===== src/rtl/l2_sched_pkg.sv =====
// Shared types for the L2 port scheduler: FSM states, requester ids, latched transaction header.
package l2_sched_pkg;

   localparam int unsigned NUM_REQ = 3;

   typedef enum logic [1:0] {
      IDLE = 2'd0,
      BUSY = 2'd1,
      DONE = 2'd2
   } state_t;

   typedef enum logic [1:0] {
      REQ_I    = 2'd0,
      REQ_D    = 2'd1,
      REQ_P    = 2'd2,
      REQ_NONE = 2'd3
   } req_id_t;

   typedef struct packed {
      logic        write;
      logic [31:0] addr;
   } txn_t;

endpackage


===== src/rtl/l2_port_scheduler_if.sv =====
// Signal bundle between the three requesters, the scheduler and the pmem port.
// slave is the scheduler's view; master is the requesters plus the L2 side.
interface l2_port_scheduler_if #(
   parameter int unsigned s_line = 256
);
   logic              req_i_read;
   logic [31:0]       req_i_addr;
   logic              resp_i;
   logic              req_d_read;
   logic              req_d_write;
   logic [31:0]       req_d_addr;
   logic [s_line-1:0] req_d_wdata;
   logic              resp_d;
   logic              req_p_read;
   logic [31:0]       req_p_addr;
   logic              resp_p;
   logic [s_line-1:0] line_rdata;
   logic              pmem_read;
   logic              pmem_write;
   logic [31:0]       pmem_addr;
   logic [s_line-1:0] pmem_wdata;
   logic              pmem_resp;
   logic [s_line-1:0] pmem_rdata;
   logic [1:0]        grant_id;
   logic              timeout_err;

   modport slave (
      input  req_i_read, req_i_addr, req_d_read, req_d_write, req_d_addr, req_d_wdata,
             req_p_read, req_p_addr, pmem_resp, pmem_rdata,
      output resp_i, resp_d, resp_p, line_rdata, pmem_read, pmem_write, pmem_addr,
             pmem_wdata, grant_id, timeout_err
   );

   modport master (
      output req_i_read, req_i_addr, req_d_read, req_d_write, req_d_addr, req_d_wdata,
             req_p_read, req_p_addr, pmem_resp, pmem_rdata,
      input  resp_i, resp_d, resp_p, line_rdata, pmem_read, pmem_write, pmem_addr,
             pmem_wdata, grant_id, timeout_err
   );
endinterface


===== src/rtl/l2_port_scheduler_rr_pick.sv =====
// Combinational rotating-priority picker: first requester after last_grant in order I->D->P->I.
module l2_port_scheduler_rr_pick
   import l2_sched_pkg::*;
(
   input  logic [NUM_REQ-1:0] req,
   input  req_id_t            last_grant,
   input  logic               pf_low,
   output req_id_t            winner,
   output logic               valid
);

   logic [NUM_REQ-1:0] eff;
   logic [1:0]         idx;

   always_comb begin
      eff = req;
      // Prefetch yields to any demand request when pf_low is set.
      if (pf_low && (req[0] || req[1])) eff[2] = 1'b0;
      idx    = (last_grant == REQ_NONE) ? 2'(REQ_P) : 2'(last_grant);
      winner = REQ_NONE;
      valid  = 1'b0;
      for (int unsigned k = 0; k < NUM_REQ; k++) begin
         idx = (idx == 2'd2) ? 2'd0 : idx + 2'd1;
         if (!valid && eff[idx]) begin
            valid  = 1'b1;
            winner = req_id_t'(idx);
         end
      end
   end

endmodule


===== src/rtl/l2_port_scheduler.sv =====
// Single-outstanding scheduler for the L2/pmem port shared by i-cache, d-cache and prefetcher.
module l2_port_scheduler
   import l2_sched_pkg::*;
#(
   parameter int unsigned s_line      = 256,
   parameter int unsigned s_offset    = 5,
   parameter int unsigned TIMEOUT_CYC = 1024,
   parameter bit          PF_LOW      = 1'b1
) (
   input  logic                clk,
   input  logic                rst,
   l2_port_scheduler_if.slave  bus
);

   localparam int unsigned      WD_W     = (TIMEOUT_CYC > 0) ? $clog2(TIMEOUT_CYC + 1) : 1;
   localparam logic [WD_W-1:0]  WD_MAX   = WD_W'(TIMEOUT_CYC);
   localparam logic [WD_W-1:0]  WD_LAST  = WD_W'(TIMEOUT_CYC - 1);
   localparam logic [31:0]      OFF_MASK = ~((32'd1 << s_offset) - 32'd1);

   state_t             state;
   req_id_t            last_grant;
   req_id_t            grant_q;
   txn_t               txn_q;
   logic [s_line-1:0]  wdata_q;
   logic [s_line-1:0]  line_q;
   logic               pmem_read_q;
   logic               pmem_write_q;
   logic               resp_i_q;
   logic               resp_d_q;
   logic               resp_p_q;
   logic               timeout_q;
   logic [WD_W-1:0]    wd_cnt;

   logic [NUM_REQ-1:0] req_vec;
   req_id_t            pick_id;
   logic               pick_valid;
   txn_t               pick_txn;

   assign req_vec = {bus.req_p_read, bus.req_d_read | bus.req_d_write, bus.req_i_read};

   l2_port_scheduler_rr_pick u_rr_pick (
      .req        (req_vec),
      .last_grant (last_grant),
      .pf_low     (PF_LOW),
      .winner     (pick_id),
      .valid      (pick_valid)
   );

   // Header of the winning request; a D request with write high is a write regardless of read.
   always_comb begin
      pick_txn = '0;
      case (pick_id)
         REQ_I:   pick_txn = '{write: 1'b0,            addr: bus.req_i_addr & OFF_MASK};
         REQ_D:   pick_txn = '{write: bus.req_d_write, addr: bus.req_d_addr & OFF_MASK};
         REQ_P:   pick_txn = '{write: 1'b0,            addr: bus.req_p_addr & OFF_MASK};
         default: pick_txn = '0;
      endcase
   end

   always_ff @(posedge clk or negedge rst) begin
      if (!rst) begin
         state        <= IDLE;
         last_grant   <= REQ_P;
         grant_q      <= REQ_NONE;
         txn_q        <= '0;
         wdata_q      <= '0;
         line_q       <= '0;
         pmem_read_q  <= 1'b0;
         pmem_write_q <= 1'b0;
         resp_i_q     <= 1'b0;
         resp_d_q     <= 1'b0;
         resp_p_q     <= 1'b0;
         timeout_q    <= 1'b0;
         wd_cnt       <= '0;
      end else begin
         case (state)
            IDLE: begin
               if (pick_valid) begin
                  txn_q        <= pick_txn;
                  wdata_q      <= bus.req_d_wdata;
                  pmem_read_q  <= !pick_txn.write;
                  pmem_write_q <= pick_txn.write;
                  grant_q      <= pick_id;
                  last_grant   <= pick_id;
                  state        <= BUSY;
               end else begin
                  grant_q <= REQ_NONE;
               end
            end
            BUSY: begin
               if (wd_cnt != WD_MAX) wd_cnt <= wd_cnt + WD_W'(1);
               // Sticky flag set at the end of the TIMEOUT_CYC-th BUSY cycle; transfer continues.
               if (TIMEOUT_CYC != 0 && wd_cnt == WD_LAST) timeout_q <= 1'b1;
               if (bus.pmem_resp) begin
                  if (!txn_q.write) line_q <= bus.pmem_rdata;
                  pmem_read_q  <= 1'b0;
                  pmem_write_q <= 1'b0;
                  wd_cnt       <= '0;
                  resp_i_q     <= (grant_q == REQ_I);
                  resp_d_q     <= (grant_q == REQ_D);
                  resp_p_q     <= (grant_q == REQ_P);
                  state        <= DONE;
               end
            end
            DONE: begin
               resp_i_q <= 1'b0;
               resp_d_q <= 1'b0;
               resp_p_q <= 1'b0;
               grant_q  <= REQ_NONE;
               state    <= IDLE;
            end
            default: state <= IDLE;
         endcase
      end
   end

   assign bus.resp_i      = resp_i_q;
   assign bus.resp_d      = resp_d_q;
   assign bus.resp_p      = resp_p_q;
   assign bus.line_rdata  = line_q;
   assign bus.pmem_read   = pmem_read_q;
   assign bus.pmem_write  = pmem_write_q;
   assign bus.pmem_addr   = txn_q.addr;
   assign bus.pmem_wdata  = wdata_q;
   assign bus.grant_id    = grant_q;
   assign bus.timeout_err = timeout_q;

endmodule

===== src/flat_wrapper.sv =====
// flat-port wrapper written by rule: the top's interface ports become plain ports
module l2_port_scheduler_flat import l2_sched_pkg::*;
#(
   parameter int unsigned s_line      = 256,
   parameter int unsigned s_offset    = 5,
   parameter int unsigned TIMEOUT_CYC = 1024,
   parameter bit          PF_LOW      = 1'b1
)
  (clk, rst, bus_req_i_read, bus_req_i_addr, bus_req_d_read, bus_req_d_write, bus_req_d_addr, bus_req_d_wdata, bus_req_p_read, bus_req_p_addr, bus_pmem_resp, bus_pmem_rdata, bus_resp_i, bus_resp_d, bus_resp_p, bus_line_rdata, bus_pmem_read, bus_pmem_write, bus_pmem_addr, bus_pmem_wdata, bus_grant_id, bus_timeout_err);
  l2_port_scheduler_if #(.s_line(s_line)) bus_i ();
  input  logic clk;
  input  logic rst;
  input wire logic [$bits(bus_i.req_i_read)-1:0] bus_req_i_read;
  input wire logic [$bits(bus_i.req_i_addr)-1:0] bus_req_i_addr;
  input wire logic [$bits(bus_i.req_d_read)-1:0] bus_req_d_read;
  input wire logic [$bits(bus_i.req_d_write)-1:0] bus_req_d_write;
  input wire logic [$bits(bus_i.req_d_addr)-1:0] bus_req_d_addr;
  input wire logic [$bits(bus_i.req_d_wdata)-1:0] bus_req_d_wdata;
  input wire logic [$bits(bus_i.req_p_read)-1:0] bus_req_p_read;
  input wire logic [$bits(bus_i.req_p_addr)-1:0] bus_req_p_addr;
  input wire logic [$bits(bus_i.pmem_resp)-1:0] bus_pmem_resp;
  input wire logic [$bits(bus_i.pmem_rdata)-1:0] bus_pmem_rdata;
  output wire logic [$bits(bus_i.resp_i)-1:0] bus_resp_i;
  output wire logic [$bits(bus_i.resp_d)-1:0] bus_resp_d;
  output wire logic [$bits(bus_i.resp_p)-1:0] bus_resp_p;
  output wire logic [$bits(bus_i.line_rdata)-1:0] bus_line_rdata;
  output wire logic [$bits(bus_i.pmem_read)-1:0] bus_pmem_read;
  output wire logic [$bits(bus_i.pmem_write)-1:0] bus_pmem_write;
  output wire logic [$bits(bus_i.pmem_addr)-1:0] bus_pmem_addr;
  output wire logic [$bits(bus_i.pmem_wdata)-1:0] bus_pmem_wdata;
  output wire logic [$bits(bus_i.grant_id)-1:0] bus_grant_id;
  output wire logic [$bits(bus_i.timeout_err)-1:0] bus_timeout_err;
  assign bus_i.req_i_read = bus_req_i_read;
  assign bus_i.req_i_addr = bus_req_i_addr;
  assign bus_i.req_d_read = bus_req_d_read;
  assign bus_i.req_d_write = bus_req_d_write;
  assign bus_i.req_d_addr = bus_req_d_addr;
  assign bus_i.req_d_wdata = bus_req_d_wdata;
  assign bus_i.req_p_read = bus_req_p_read;
  assign bus_i.req_p_addr = bus_req_p_addr;
  assign bus_i.pmem_resp = bus_pmem_resp;
  assign bus_i.pmem_rdata = bus_pmem_rdata;
  assign bus_resp_i = bus_i.resp_i;
  assign bus_resp_d = bus_i.resp_d;
  assign bus_resp_p = bus_i.resp_p;
  assign bus_line_rdata = bus_i.line_rdata;
  assign bus_pmem_read = bus_i.pmem_read;
  assign bus_pmem_write = bus_i.pmem_write;
  assign bus_pmem_addr = bus_i.pmem_addr;
  assign bus_pmem_wdata = bus_i.pmem_wdata;
  assign bus_grant_id = bus_i.grant_id;
  assign bus_timeout_err = bus_i.timeout_err;
  l2_port_scheduler #(.s_line(s_line), .s_offset(s_offset), .TIMEOUT_CYC(TIMEOUT_CYC), .PF_LOW(PF_LOW)) u_core (.clk(clk), .rst(rst), .bus(bus_i));
endmodule

===== config.mk =====
export PLATFORM = sky130hd
export DESIGN_NAME = l2_port_scheduler_flat
export DESIGN_NICKNAME = d
export VERILOG_FILES = /design/src/rtl/l2_sched_pkg.sv /design/src/rtl/l2_port_scheduler_if.sv /design/src/rtl/l2_port_scheduler_rr_pick.sv /design/src/rtl/l2_port_scheduler.sv /design/src/flat_wrapper.sv
export SDC_FILE = /design/constraint.sdc
export NUM_CORES = 1
export LEC_CHECK = 0
export BUFFER_PORTS_ARGS = -buffer_cell sky130_fd_sc_hd__buf_2
export CAP_MARGIN = 20
export CORE_AREA = 2 2 461 463
export DETAILED_ROUTE_END_ITERATION = 10
export DIE_AREA = 0 0 463 465
export PLACE_DENSITY = 0.38
export SYNTH_ARGS = -nofsm -noshare
export SYNTH_HDL_FRONTEND = slang
export SYNTH_SLANG_ARGS = --single-unit

===== constraint.sdc =====
create_clock -name clk -period 1.54 [get_ports clk]
set_input_delay 0.077 -clock clk [delete_from_list [all_inputs] [get_ports clk]]
set_output_delay 0.077 -clock clk [all_outputs]
set_load 0.05 [all_outputs]

### Yosys cells after proc, flatten, opt, wreduce, memory -nomap -nowiden

Cells that the tools add are included.

* register bits after elaboration: 568
* input bits: 615
* output and inout port bits: 552
* logic and storage cells: 93

* $add $sub $neg: 4
* magnitude comparators: 3
* equal/unequal tests: 14
* multiplexer cells: 36
* bitwise gates (word level): 2
* reduce and logical (&&, ||, !) cells: 20

Operator list (number)
* $pmux W33 S3: 1
* $mux W11: 2
* $mux W2: 10
* $eq A2 B2 Y1 const B: 7
* $mux W1: 13
* $add A11 B1 Y11 const B: 1
* $eq A11 B10 Y1 const B: 1
* $ne A11 B11 Y1 const B: 1
* $pmux W1 S2: 5
* $reduce_and A2 Y1: 5
* $lt A2 B3 Y1 const B: 3
* $pmux W2 S2: 2
* $reduce_bool A2 Y1: 4
* $add A2 B1 Y2 const B: 3
* $bmux W1 S2: 3
* $eq A2 B1 Y1 const B: 3
* $logic_not A2 Y1: 3
* $reduce_and A3 Y1: 2
* $logic_not A1 Y1: 3
* $logic_and A1 B1 Y1: 2
* $ne A2 B1 Y1 const B: 1
* $ne A2 B2 Y1 const B: 1
* $logic_or A1 B1 Y1: 1
* $not A1 Y1: 1
* $or A1 B1 Y1: 1

### Depth between registers and ports, before layout

* depth in word-level cells: 18
* mapped depth: 8
* mapped depth without buffers: 5

### By module

Synthesis repeated with hierarchy kept, for this count alone.

* cell total of the unflattened synthesis: 1970
* area, all modules: 22275.1 um2

By module, submodules not included
* l2_port_scheduler: instances 1, cells an instance 1961, area an instance 22211.3 um2, sequential area each 14092.3 um2
* l2_port_scheduler_rr_pick: instances 1, cells an instance 9, area an instance 63.8 um2, sequential area each 0.0 um2

### Worst setup path after synthesis

No wires, ideal clock.

* path type: reg2reg
* start: reg u_core.state[1]
* end: reg u_core.line_q[0], in the netlist u_core.bus.line_rdata[0]
* setup time: 0.125 ns
* arrival time: 1.556 ns
* data required time: 1.415 ns
* path slack: -0.141 ns
* cell stages (with the launch flop): 8
* path buffers: 3
* period minus slack after synthesis: 1.681 ns
* cells stage by stage: dfrtp_1 -> buf_2 -> nor2b_1 -> nand2_1 -> nor2_2 -> buf_4 -> buf_6 -> mux2_2

* cells in the longest elaborated chain, start to end: 2

Ends and longest elaborated chain
* start, declared: RTL line l2_port_scheduler.sv:20 `state_t state;`
* start signal, assigned: RTL line l2_port_scheduler.sv:62 `state <= IDLE;`
* start signal, assigned: RTL line l2_port_scheduler.sv:85 `state <= BUSY;`
* start signal, assigned: RTL line l2_port_scheduler.sv:102 `state <= DONE;`
* $eq A2 B1 Y1: RTL line l2_port_scheduler.sv:76 `case (state)`
* $reduce_and A3 Y1 (no source line)
* end signal, assigned: RTL line l2_port_scheduler.sv:95 `if (!txn_q.write) line_q <= bus.pmem_rdata;`
* end, declared: RTL line l2_port_scheduler.sv:25 `logic [s_line-1:0] line_q;`

No other way between the ends.
A chain may end at the register's enable or synchronous reset.

### Worst setup path after layout

* start: reg u_core.state[1]
* end: reg u_core.line_q[236], in the netlist u_core.bus.line_rdata[236]

Same word-level chain as after synthesis.

==> impl_metrics.env <==
export IMPL_inserted_clock_buffers=75
export IMPL_detailed_place_hpwl_um=97700
export IMPL_drt_initial_drc_count=880
export IMPL_floorplan_rows=169
export IMPL_areaGrowthSynthToFinish_pct=92.1
export IMPL_run_status="finished with violations"
export IMPL_switching_power_mw=54.1
export IMPL_drive_above_1_share_pct=45.2
export IMPL_ys_types=37
export IMPL_cell_area_power_density_nw_per_um2=2480
export IMPL_rr_endpoint="u_core.bus.line_rdata[236]"
export IMPL_warnings_from_yosys=0
export IMPL_place_area_um2=32100
export IMPL_flop_and_latch_count_out_of_synthesis=563
export IMPL_clk_insertion_delay_late_ns=0.69
export IMPL_hold_path_startpoint="bus_req_d_read"
export IMPL_worst_hold_slack_ns=0.0965
export IMPL_worst_path_dominant_cell_family="buffers and inverters"
export IMPL_clk_pin_slew_worst_paths_ns=0.06
export IMPL_finalWeightedCongestion=0.896
export IMPL_clock_skew_ns=0.0326
export IMPL_avgSynthCellArea_um2=11.5
export IMPL_worst_vdd_rail_ir_drop_mv=1.50
export IMPL_netSwitchingFraction_pct=51.5
export IMPL_met3_wirelength_um=9780
export IMPL_via_per_inst=3.23
export IMPL_drv_max_cap_violation_count=0
export IMPL_dp_cells=5923
export IMPL_slowest_delay_ns=0.40
export IMPL_route_top_layer_used="met5"
export IMPL_failed_checks="negative setup slack"
export IMPL_route_detailed_drc=0
export IMPL_timing_reg2reg_setup_slack_ns=-0.30
export IMPL_first_pass_grt_wire_length_um=172000
export IMPL_coreArea_um2=211000
export IMPL_finalSetupTns_ns=-123.64
export IMPL_final_critical_path_setup_slack_ns=-0.295
export IMPL_routed_wl_um=125000
export IMPL_tritoncts="yes"
export IMPL_drtPass1Iterations=5
export IMPL_worst_path_buf_inv=3
export IMPL_synth_main_ff_cell="sky130_fd_sc_hd__dfrtp_1"
export IMPL_timing_hold_violations_final=0
export IMPL_grt_start_max_net_pins=67
export IMPL_hold_path_cell_count=6
export IMPL_start_kind="register"
export IMPL_finish_utilization_pct=20.0
export IMPL_detailroute_wirelength_met2_um=59600
export IMPL_regToRegStartpoint="u_core.state[1]"
export IMPL_layout_min_cycle_time_ns=1.84
export IMPL_finalNonFillerCells=6754
export IMPL_final_nets=4472
export IMPL_total_leakage_power_nw=20.5
export IMPL_worstPathArrival_ns=2.42
export IMPL_crit_fanout=15
export IMPL_timing_max_transition_violations_final=0
export IMPL_logic_gate_share_of_total_power_pct=57.1
export IMPL_crit_slowest_cell="sky130_fd_sc_hd__dfrtp_1"
export IMPL_grt_overflow_total=0
export IMPL_synth_edf_count=0
export IMPL_min_delay_path_class="in2reg"
export IMPL_cpMostUsedCell="sky130_fd_sc_hd__buf_12"
export IMPL_synth_async_sr_flop_share_pct=100
export IMPL_seq_power_share_pct=25.3
export IMPL_power_clock_fraction_pct=17.7
export IMPL_intPower_mw=50.9
export IMPL_stdcell_area_um2=42300
export IMPL_ctsHtreeMaxLevel=3
export IMPL_critical_path_cell_chain="nor2b_4 -> nand2_2 -> nor2_4 -> buf_12 -> clkbuf_16 -> buf_12 -> mux2_2"
export IMPL_floorplan_die_area_um2=215000
export IMPL_post_route_period_util_pct=119
export IMPL_detailroute_via_count=21800
export IMPL_initial_core_util_pct=10.4
export IMPL_io_pin_count=1167
export IMPL_worst_slew_pin_slew_ns=0.614
export IMPL_wp_data_required_ns=2.12
export IMPL_wl_met1_um=49900
export IMPL_critical_path_endpoint_type="register"
export IMPL_port_buffers=1146
export IMPL_vias_in_the_first_global_route=23100
export IMPL_clock_sinks=563
export IMPL_rsz0062_at_grt="true"
export IMPL_grt_antenna_before_repair=44
export IMPL_post_synth_instance_area_um2=22000
export IMPL_reg2regPathDepth=7
export IMPL_postRouteAntennaNets=0
export IMPL_finalSetupViolations=565
export IMPL_die_height_um=465
export IMPL_cts_root_to_sink_buffers=3
export IMPL_pre_cts_ws_ns=-0.454
export IMPL_synth_seq_area_share_pct=64.1
export IMPL_detail_route_wl_per_cell_um=18.5
export IMPL_worst_setup_path_type="reg2reg"
export IMPL_slew_headroom_pct=59.0
export IMPL_global_route_usage_total_pct=11.0
export IMPL_fmaxAchievable_ghz=0.545
export IMPL_die_width_um=463
export IMPL_post_synth_inst_count=1909
export IMPL_cts_root_buf="sky130_fd_sc_hd__clkbuf_16"
export IMPL_min_delay_worst_endpoint="u_core.bus.pmem_addr[10]"
export IMPL_total_power_mw=105
[Yosys cell counts (4+ instances only)]
cell type | number | area [µm²]
sky130_fd_sc_hd__buf_2 | 40 | 200
sky130_fd_sc_hd__nand2_1 | 785 | 2950
sky130_fd_sc_hd__nor2_1 | 38 | 143
sky130_fd_sc_hd__dfrtp_1 | 560 | 14000
sky130_fd_sc_hd__mux2_2 | 256 | 2880
sky130_fd_sc_hd__inv_1 | 9 | 33.8
sky130_fd_sc_hd__nand3_1 | 10 | 50.1
sky130_fd_sc_hd__a222oi_1 | 27 | 270
sky130_fd_sc_hd__clkbuf_1 | 11 | 41.3
sky130_fd_sc_hd__o21ai_0 | 11 | 55.1
sky130_fd_sc_hd__a21oi_1 | 33 | 165
sky130_fd_sc_hd__buf_6 | 44 | 495
sky130_fd_sc_hd__buf_4 | 41 | 308
sky130_fd_sc_hd__nor3_1 | 4 | 20.0
[layout by cell type, fill, tap and decap left out, types with 7 or more instances in the layout]
cell type,instances
sky130_fd_sc_hd__bufinv_16,7
sky130_fd_sc_hd__nand2_2,7
sky130_fd_sc_hd__buf_2,1143
sky130_fd_sc_hd__nand3_1,10
sky130_fd_sc_hd__mux2_4,30
sky130_fd_sc_hd__nor2_1,36
sky130_fd_sc_hd__dfrtp_1,560
sky130_fd_sc_hd__clkbuf_8,12
sky130_fd_sc_hd__a222oi_1,27
sky130_fd_sc_hd__inv_1,9
sky130_fd_sc_hd__dlygate4sd3_1,624
sky130_fd_sc_hd__buf_6,33
sky130_fd_sc_hd__mux2_2,227
sky130_fd_sc_hd__clkbuf_16,91
sky130_fd_sc_hd__diode_2,19
sky130_fd_sc_hd__o21ai_0,10
sky130_fd_sc_hd__buf_16,11
sky130_fd_sc_hd__buf_4,128
sky130_fd_sc_hd__buf_12,39
sky130_fd_sc_hd__clkbuf_1,22
sky130_fd_sc_hd__nand2_1,778
sky130_fd_sc_hd__a21oi_1,33
[tightest hold or removal path: cells and delay by family]
family | cells | cell delay, ns
AO/OA/AOI/OAI | 2 | 0.24
buffers and inverters | 2 | 0.26
AND/OR/NAND/NOR | 2 | 0.17
[registers in the layout, summed over array words and instances (netlist names)]
| name | cells |
|---|---|
| u_core.bus.line_rdata | 256 |
| u_core.bus.pmem_wdata | 256 |
| u_core.bus.pmem_addr | 27 |
| u_core.wd_cnt | 11 |
| u_core.bus.grant_id | 2 |
| u_core.last_grant | 2 |
| u_core.state | 2 |
| u_core.bus.pmem_read | 1 |
| u_core.bus.pmem_write | 1 |
| u_core.bus.resp_d | 1 |
| u_core.bus.resp_i | 1 |
| u_core.bus.resp_p | 1 |
| u_core.bus.timeout_err | 1 |
| u_core.txn_q | 1 |
[layout make-up]
cell class | instances | area, µm²
Clock inverter | 27 | 454
Inverter | 9 | 33.8
Fill cell | 23200 | 169000
Timing Repair Buffer | 2001 | 14900
Antenna cell | 19 | 47.5
Multi-Input combinational cell | 1205 | 7030
Sequential cell | 563 | 14100
Clock buffer | 109 | 2120
Tap cell | 2821 | 3530
[layer usage]
layer	GRT usage, %	up-vias
met1	12.6	10400
met3	3.76	211
li1	-	10100
met2	18.5	954
met4	4.95	34
met5	0	-
[repair_timing]
item / in CTS / in global routing
gates resized for setup: 54 / 49
pin swaps: 5 / 2
hold buffers: 624 / 0
endpoints found under the hold margin: 1122 / 0
setup endpoints to repair: 658 / 625
cloned: 8 / 20
setup buffers: 19 / 8
[power groups by stage]
stage	Combinational (mW)	Sequential (mW)	Clock (mW)
floorplan	14.5	50.1	0
global placement	55.1	26.6	0
detailed placement	55.2	26.7	0
CTS	58.5	26.6	19.4
global route	63.1	27.5	19.9
finish	59.9	26.5	18.5
[worst max path at each step]
stage                                     from  depth (start not counted)                         end
after detailed placement  u_core.last_grant[0]                          5    u_core.bus.pmem_addr[15]
after global routing           u_core.state[1]                         11     u_core.bus.pmem_addr[5]
after CTS                      u_core.state[1]                          7   u_core.bus.line_rdata[70]
after floorplan                u_core.state[1]                          7    u_core.bus.line_rdata[0]
after global placement    u_core.last_grant[0]                          5    u_core.bus.pmem_addr[15]
final                          u_core.state[1]                          7  u_core.bus.line_rdata[236]
[kinds of logic after synthesis]
logic type / share of synthesized area (%)
buffers and inverters: 4.90
XOR/XNOR: 0.0796
flip-flops: 64.1
AND/OR/NAND/NOR: 14.7
adder cells (fa/ha/maj): 0.114
other: 0.0170
AO/OA/AOI/OAI: 2.82
multiplexers: 13.3
Power figures use the tool's default switching activity.
